<file path="config.mk">
export PLATFORM = sky130hd
export DESIGN_NAME = picorv32_write_buffer
export DESIGN_NICKNAME = d
export VERILOG_FILES = /design/src/rtl/picorv32_write_buffer.sv
export SDC_FILE = /design/constraint.sdc
export NUM_CORES = 1
export LEC_CHECK = 0
export CORE_UTILIZATION = 32
export CTS_CLUSTER_SIZE = 20
export DETAILED_ROUTE_END_ITERATION = 8
export PLACE_DENSITY_LB_ADDON = 0.15
export SLEW_MARGIN = 20
export SYNTH_ARGS = -nofsm -noshare
export SYNTH_HDL_FRONTEND = slang
export SYNTH_SLANG_ARGS = --single-unit
</file>
<file path="constraint.sdc">
create_clock -name clk -period 4.1 [get_ports clk]
set_input_delay 0.82 -clock clk [delete_from_list [all_inputs] [get_ports clk]]
set_output_delay 0.82 -clock clk [all_outputs]
set_load 0.02 [all_outputs]
</file>
<file path="src/rtl/picorv32_write_buffer.sv">
// Posted-write buffer in front of the AHB adapter.
// Writes ack on FIFO entry; reads wait for the FIFO to drain.
module picorv32_write_buffer #(
  parameter int DEPTH = 4
) (
  input  logic                    clk,
  input  logic                    reset,
  input  logic                    cpu_mem_valid,
  input  logic                    cpu_mem_instr,
  input  logic [31:0]             cpu_mem_addr,
  input  logic [31:0]             cpu_mem_wdata,
  input  logic [3:0]              cpu_mem_wstrb,
  output logic                    cpu_mem_ready,
  output logic [31:0]             cpu_mem_rdata,
  output logic                    mem_valid,
  output logic                    mem_instr,
  output logic [31:0]             mem_addr,
  output logic [31:0]             mem_wdata,
  output logic [3:0]              mem_wstrb,
  input  logic                    mem_ready,
  input  logic [31:0]             mem_rdata,
  output logic [$clog2(DEPTH):0]  wbuf_count,
  output logic                    wbuf_empty
);

  localparam int AW = $clog2(DEPTH);
  localparam int CW = AW + 1;
  localparam logic [CW-1:0] FULL = CW'(DEPTH);

  typedef enum logic [1:0] {
    U_IDLE, U_WACK, U_RWAIT
  } u_state_t;

  typedef enum logic [1:0] {
    D_IDLE, D_WR, D_RD, D_RESP
  } d_state_t;

  u_state_t u_state, u_next;
  d_state_t d_state, d_next;

  logic [31:0] f_addr  [DEPTH];
  logic [31:0] f_wdata [DEPTH];
  logic [3:0]  f_wstrb [DEPTH];
  logic        f_instr [DEPTH];

  logic [AW-1:0] wr_ptr, wr_ptr_n;
  logic [AW-1:0] rd_ptr, rd_ptr_n;
  logic [CW-1:0] count_n;
  logic          empty_n;

  logic [31:0] rd_addr, rd_addr_n;
  logic        rd_instr, rd_instr_n;
  logic [31:0] rd_data, rd_data_n;

  logic        cpu_ready_n;
  logic [31:0] cpu_rdata_n;
  logic        mvalid_n;
  logic        minstr_n;
  logic [31:0] maddr_n;
  logic [31:0] mwdata_n;
  logic [3:0]  mwstrb_n;

  logic take;
  logic push;
  logic rd_acc;
  logic pop;

  // Request acceptance; full uses the registered count only
  always_comb begin
    take   = (u_state == U_IDLE) && !cpu_mem_ready && cpu_mem_valid;
    push   = take && (cpu_mem_wstrb != 4'h0) && (wbuf_count != FULL);
    rd_acc = take && (cpu_mem_wstrb == 4'h0);
    pop    = (d_state == D_WR) && mem_ready;
  end

  // FIFO storage, only written on push
  always_ff @(posedge clk) begin
    if (push) begin
      f_addr[wr_ptr]  <= cpu_mem_addr;
      f_wdata[wr_ptr] <= cpu_mem_wdata;
      f_wstrb[wr_ptr] <= cpu_mem_wstrb;
      f_instr[wr_ptr] <= cpu_mem_instr;
    end
  end

  // FIFO pointer and occupancy next-state
  always_comb begin
    wr_ptr_n = push ? wr_ptr + 1'b1 : wr_ptr;
    rd_ptr_n = pop ? rd_ptr + 1'b1 : rd_ptr;
    count_n  = wbuf_count;
    unique case ({push, pop})
      2'b10:   count_n = wbuf_count + 1'b1;
      2'b01:   count_n = wbuf_count - 1'b1;
      default: count_n = wbuf_count;
    endcase
    empty_n = (count_n == '0);
  end

  // Upstream FSM: write ack, read latch and read response
  always_comb begin
    u_next      = u_state;
    cpu_ready_n = 1'b0;
    cpu_rdata_n = cpu_mem_rdata;
    rd_addr_n   = rd_addr;
    rd_instr_n  = rd_instr;
    unique case (u_state)
      U_IDLE: begin
        if (push) begin
          u_next      = U_WACK;
          cpu_ready_n = 1'b1;
        end else if (rd_acc) begin
          u_next     = U_RWAIT;
          rd_addr_n  = cpu_mem_addr;
          rd_instr_n = cpu_mem_instr;
        end
      end
      U_WACK: u_next = U_IDLE;
      U_RWAIT: begin
        if (d_state == D_RESP) begin
          u_next      = U_IDLE;
          cpu_ready_n = 1'b1;
          cpu_rdata_n = rd_data;
        end
      end
      default: u_next = U_IDLE;
    endcase
  end

  // Downstream FSM: drain writes first, then the pending read
  always_comb begin
    d_next    = d_state;
    mvalid_n  = mem_valid;
    minstr_n  = mem_instr;
    maddr_n   = mem_addr;
    mwdata_n  = mem_wdata;
    mwstrb_n  = mem_wstrb;
    rd_data_n = rd_data;
    unique case (d_state)
      D_IDLE: begin
        if (wbuf_count != '0) begin
          d_next   = D_WR;
          mvalid_n = 1'b1;
          maddr_n  = f_addr[rd_ptr];
          mwdata_n = f_wdata[rd_ptr];
          mwstrb_n = f_wstrb[rd_ptr];
          minstr_n = f_instr[rd_ptr];
        end else if (u_state == U_RWAIT) begin
          d_next   = D_RD;
          mvalid_n = 1'b1;
          maddr_n  = rd_addr;
          mwdata_n = 32'h0;
          mwstrb_n = 4'h0;
          minstr_n = rd_instr;
        end
      end
      D_WR: begin
        if (mem_ready) begin
          d_next   = D_IDLE;
          mvalid_n = 1'b0;
        end
      end
      D_RD: begin
        if (mem_ready) begin
          d_next    = D_RESP;
          mvalid_n  = 1'b0;
          rd_data_n = mem_rdata;
        end
      end
      D_RESP:  d_next = D_IDLE;
      default: d_next = D_IDLE;
    endcase
  end

  // State and registered outputs
  always_ff @(posedge clk) begin
    if (reset) begin
      u_state       <= U_IDLE;
      d_state       <= D_IDLE;
      wr_ptr        <= '0;
      rd_ptr        <= '0;
      wbuf_count    <= '0;
      wbuf_empty    <= 1'b1;
      rd_addr       <= 32'h0;
      rd_instr      <= 1'b0;
      rd_data       <= 32'h0;
      cpu_mem_ready <= 1'b0;
      cpu_mem_rdata <= 32'h0;
      mem_valid     <= 1'b0;
      mem_instr     <= 1'b0;
      mem_addr      <= 32'h0;
      mem_wdata     <= 32'h0;
      mem_wstrb     <= 4'h0;
    end else begin
      u_state       <= u_next;
      d_state       <= d_next;
      wr_ptr        <= wr_ptr_n;
      rd_ptr        <= rd_ptr_n;
      wbuf_count    <= count_n;
      wbuf_empty    <= empty_n;
      rd_addr       <= rd_addr_n;
      rd_instr      <= rd_instr_n;
      rd_data       <= rd_data_n;
      cpu_mem_ready <= cpu_ready_n;
      cpu_mem_rdata <= cpu_rdata_n;
      mem_valid     <= mvalid_n;
      mem_instr     <= minstr_n;
      mem_addr      <= maddr_n;
      mem_wdata     <= mwdata_n;
      mem_wstrb     <= mwstrb_n;
    end
  end

endmodule

</file>
==> summary by stage <==
Critical path
The type of destination of the critical path is a flip-flop. The capture point of the critical path is wbuf_empty. In this run the worst setup path begins at cpu_mem_valid. The destination of the worst register-to-register timing path is wbuf_empty.

The number of cells on the worst reg-to-reg path is 9. The worst setup path category is primary input to flip-flop. The data required time of the worst path is around 4600 ps. STA classifies the critical path startpoint as a primary input. The reg-to-reg startpoint is u_state[0]. The arrival time at the worst endpoint is 3590 ps. The setup check on the worst reg-to-reg path leaves a slack of about 1300 ps. The maximum fanout count along the critical path is 7.

Timing
The routed design could run at a clock period as short as 3114 ps. Measured against its own limit, the worst slew margin works out to about 28%. Setup repair after global routing left no endpoint under its margin. The setup TNS after final layout is 0 ps. On the final layout, the worst clock skew is about 16 ps. The worst setup slack after layout is about 990 ps.

The worst hold margin is between 400 and 500 ps. The fraction of the cycle the final worst path needs is 75.96%. The final number of max-transition violations was 0. The hold violation count in the final report came to 0.

The transition time at the pin with the least slew margin is 1075 ps. Setup violations remaining at the end of the flow were counted as 0. Timing would allow up to between 300 and 400 MHz.

Yosys
During synthesis, Yosys emitted a total of 0 warnings. The cell taking the most area after synthesis is sky130_fd_sc_hd__edfxtp_1. The portion of the post-synthesis area used by sequential elements is between 70% and 80%. The post-synthesis instance area is about 0.017 sq mm. The distinct cell type count of the synthesized netlist is 38. A synthesized cell averages approximately 14 sq um. Synthesis handed over a netlist of approximately 1200 instances. Among all flip-flop cells after synthesis, the most frequent one is sky130_fd_sc_hd__edfxtp_1.

The synthesized netlist net count is 1300. Yosys mapped a number of flops with a built-in enable equal to between 200 and 300. The synthesis-stage register bit count is ~460. Summed over its instances, the top area cell type makes up ~49% of the synthesized netlist area. Ranked by total cell area, the synthesized netlist is headed by sky130_fd_sc_hd__edfxtp_1 (49%), sky130_fd_sc_hd__dfxtp_1 (21%), sky130_fd_sc_hd__mux4_2 (9.2%).

The share of flip-flops with an asynchronous set or reset is 0%.

Clock tree
The number of buffers inserted for hold repair after clock tree synthesis is 0. The later-pin clock latency in the skew report is 590 ps. Clock-pin slew was measured on the worst setup and hold paths at 60 ps.

The number of H-tree levels is 2. The clock passes through at most 3 buffers. The number of buffers created by CTS is 51. The CTS tree is done. The number of setup buffers added after CTS is 0. The root buffer cell is sky130_fd_sc_hd__clkbuf_16. In this run, post-CTS repair resized a total of 0 instances.

For this design, the sink count on the clock tree is between 400 and 500.

Routing
Wires add up to ~43000 microns. The routed layout has 10080 vias. The detail route stage leaves a number of antenna-violating nets equal to 0. In the final routed layout, each cell accounts on average for between 20 and 25 microns. The first TritonRoute pass finished after 4 iterations. The DRC violations left is 0. The detailed router finished its first iteration with approximately 540 violations.

The average via count per standard cell is 4.755.

Cells and area
The share of the core filled with cells is approximately two fifths. The count of cells in the finished layout, fillers not included, comes to between 2000 and 2500. The final layout net count is between 1500 and 2000. Of the cells placed in the final design, the portion with a size suffix greater than 1 is between 10% and 20%. The growth of design area from synthesis to finish is 27.39%.

GRT
The first-pass GRT wire length is between 60000 and 70000 microns. Global routing finished with a remaining overflow of 0. For this run, the total global-route usage over all layers was measured as around 16%. The initial antenna violation count is 5. The number of global-route vias before repair was about 10000. Entering global routing, the biggest net connects 82 pins.

Power and ir drop
For this design the static power due to leakage is about 0.0070 uW. In this run the power density over the cells is about 630 mW/mm^2. Across the VDD grid, the largest voltage drop is around 290 uV.

Die
The floorplan has slightly above 80 rows. The chip width is roughly 230 microns. The core outline area is between 0.05 and 0.06 sq mm. In this run the count of I/O pins placed on the die edge is 212.

Once the floorplan was initialized, standard cells occupied between 30% and 40% of the core. Measured along the y axis, the die boundary spans around 230 microns. The area of the die is about 0.054 sq mm.

Place
Once placement completed, the tool counted placed cells totaling 2023. The placer congestion estimate is around 0.7. The post-DP HPWL is about 26000 microns. The count of input and output buffers is 211. The setup slack after placement is ~370 ps.

Worst hold path
The path type of the worst min-delay path is flip-flop to flip-flop.

Run
The number of max-cap violations is 0.

Status
The run finished with clean final reports.
layout make-up:
type	count	area, sq um
fill	4792	30220
sequential	458	11940
multi-input combinational	637	4646
timing repair buffer	238	2454
clock buffer	83	1546
tap	680	850.8
clock inverter	12	122.6
inverter	10	37.54
antenna	1	2.502
flip-flops by register name, indices dropped and copies added, names as in the netlist, named ones only:
| signal | flops |
|---|---|
| f_addr | 128 |
| f_wdata | 128 |
| cpu_mem_rdata | 32 |
| mem_addr | 32 |
| mem_wdata | 32 |
| rd_addr | 32 |
| rd_data | 32 |
| f_wstrb | 16 |
| f_instr | 4 |
| mem_wstrb | 4 |
| wbuf_count | 3 |
| d_state | 2 |
| rd_ptr | 2 |
| u_state | 2 |
| wr_ptr | 2 |
| cpu_mem_ready | 1 |
| mem_instr | 1 |
| mem_valid | 1 |
| rd_instr | 1 |
| wbuf_empty | 1 |
layer usage:
| layer | track usage [%] | wire length, microns | vias to the layer above |
|---|---|---|---|
| met1 | 22.23 | 20000 | 5055 |
| met2 | 24.22 | 19560 | 208 |
| met3 | 3.598 | 2312 | 55 |
| met4 | 4.688 | 712 | 6 |
| met5 | 0 | 43 | - |
| li1 | - | - | 4751 |
kinds of logic (layout without fill, tap and decap cells):
logic type / Yosys count / after routing / share of synthesized area (%)
xor gates and xnor gates: 6 / 6 / 0.3100
buffers and inverters: 89 / 343 / 2.472
other: 0 / 1 / 0
DFF: 458 / 458 / 70.37
and+or+nand+nor: 337 / 337 / 7.948
AOI/OAI and AO/OA: 211 / 211 / 8.701
muxes: 72 / 72 / 9.342
adders and majority gates: 11 / 11 / 0.8560
worst max-delay path, cell delays in order:
cell and delay [ps]:
sky130_fd_sc_hd__clkdlybuf4s50_1 510, sky130_fd_sc_hd__nor4b_1 460, sky130_fd_sc_hd__nor3b_2 560, sky130_fd_sc_hd__inv_1 160, sky130_fd_sc_hd__ha_1 240, sky130_fd_sc_hd__inv_1 70, sky130_fd_sc_hd__fa_1 410, sky130_fd_sc_hd__nand2b_1 100
sky130_fd_sc_hd__a21oi_1 70, sky130_fd_sc_hd__a21o_1 190
cells in the mapped netlist, types with 2 or more instances:
| library cell | count |
|---|---|
| sky130_fd_sc_hd__mux2i_1 | 3 |
| sky130_fd_sc_hd__buf_2 | 19 |
| sky130_fd_sc_hd__buf_4 | 2 |
| sky130_fd_sc_hd__a22oi_1 | 26 |
| sky130_fd_sc_hd__a22oi_2 | 10 |
| sky130_fd_sc_hd__inv_1 | 10 |
| sky130_fd_sc_hd__a31oi_1 | 2 |
| sky130_fd_sc_hd__clkbuf_1 | 50 |
| sky130_fd_sc_hd__nor2_1 | 75 |
| sky130_fd_sc_hd__xor2_1 | 3 |
| sky130_fd_sc_hd__nor3_1 | 2 |
| sky130_fd_sc_hd__buf_6 | 5 |
| sky130_fd_sc_hd__ha_1 | 10 |
| sky130_fd_sc_hd__nand2b_1 | 2 |
| sky130_fd_sc_hd__dfxtp_1 | 182 |
| sky130_fd_sc_hd__buf_1 | 2 |
| sky130_fd_sc_hd__and2_1 | 9 |
| sky130_fd_sc_hd__nand2_1 | 232 |
| sky130_fd_sc_hd__edfxtp_1 | 276 |
| sky130_fd_sc_hd__xnor2_1 | 3 |
| sky130_fd_sc_hd__nor2_2 | 10 |
| sky130_fd_sc_hd__mux4_2 | 69 |
| sky130_fd_sc_hd__a21oi_1 | 134 |
| sky130_fd_sc_hd__nor2b_1 | 2 |
| sky130_fd_sc_hd__a211oi_2 | 33 |
how the worst min path moves through the flow:
stage	startpoint	to	slack, ps	cells past startpoint
5_1_grt	rd_data[7]	cpu_mem_rdata[7]	460	2
4_1_cts	rd_data[8]	cpu_mem_rdata[8]	450	2
6_report	rd_data[13]	cpu_mem_rdata[13]	450	2
3_5_place_dp	rd_data[6]	cpu_mem_rdata[6]	440	2
2_1_floorplan	rd_data[0]	cpu_mem_rdata[0]	430	2
3_3_place_gp	rd_data[21]	cpu_mem_rdata[21]	440	2
power breakdown:
part	internal [uW]	leakage, uW	switching, uW
Combinational	1370	0.00214	1940
Sequential	5410	0.00400	295
Clock	2700	0.000821	1810
Total	9470	0.00696	4050
cells in the final DEF, fill, tap and decap left out, drive strengths merged:
master         count
a211oi            34
a21boi             1
a21o               1
a21oi            134
a22oi             36
a31oi              2
a32o               1
and2               9
buf               28
bufinv             2
clkbuf            83
clkdlybuf4s50    210
clkinv             6
dfxtp            182
diode              1
edfxtp           276
fa                 1
ha                10
inv               14
mux2i              3
mux4              69
nand2            232
nand2b             2
nor2              85
nor2b              2
nor3               2
nor3b              2
nor4               1
nor4b              1
o21ai              1
o21ba              1
or3                1
xnor2              3
xor2               3
per-stage QoR:
stage                     power (uW)  cell area [sq um]
after detailed placement        9173              19930
final                          13520              21600
after global placement          9172              19930
after floorplan                 7844              16960
after global routing           14200              21600
after CTS                      13750              21600
(Power assumes the default switching activity.)
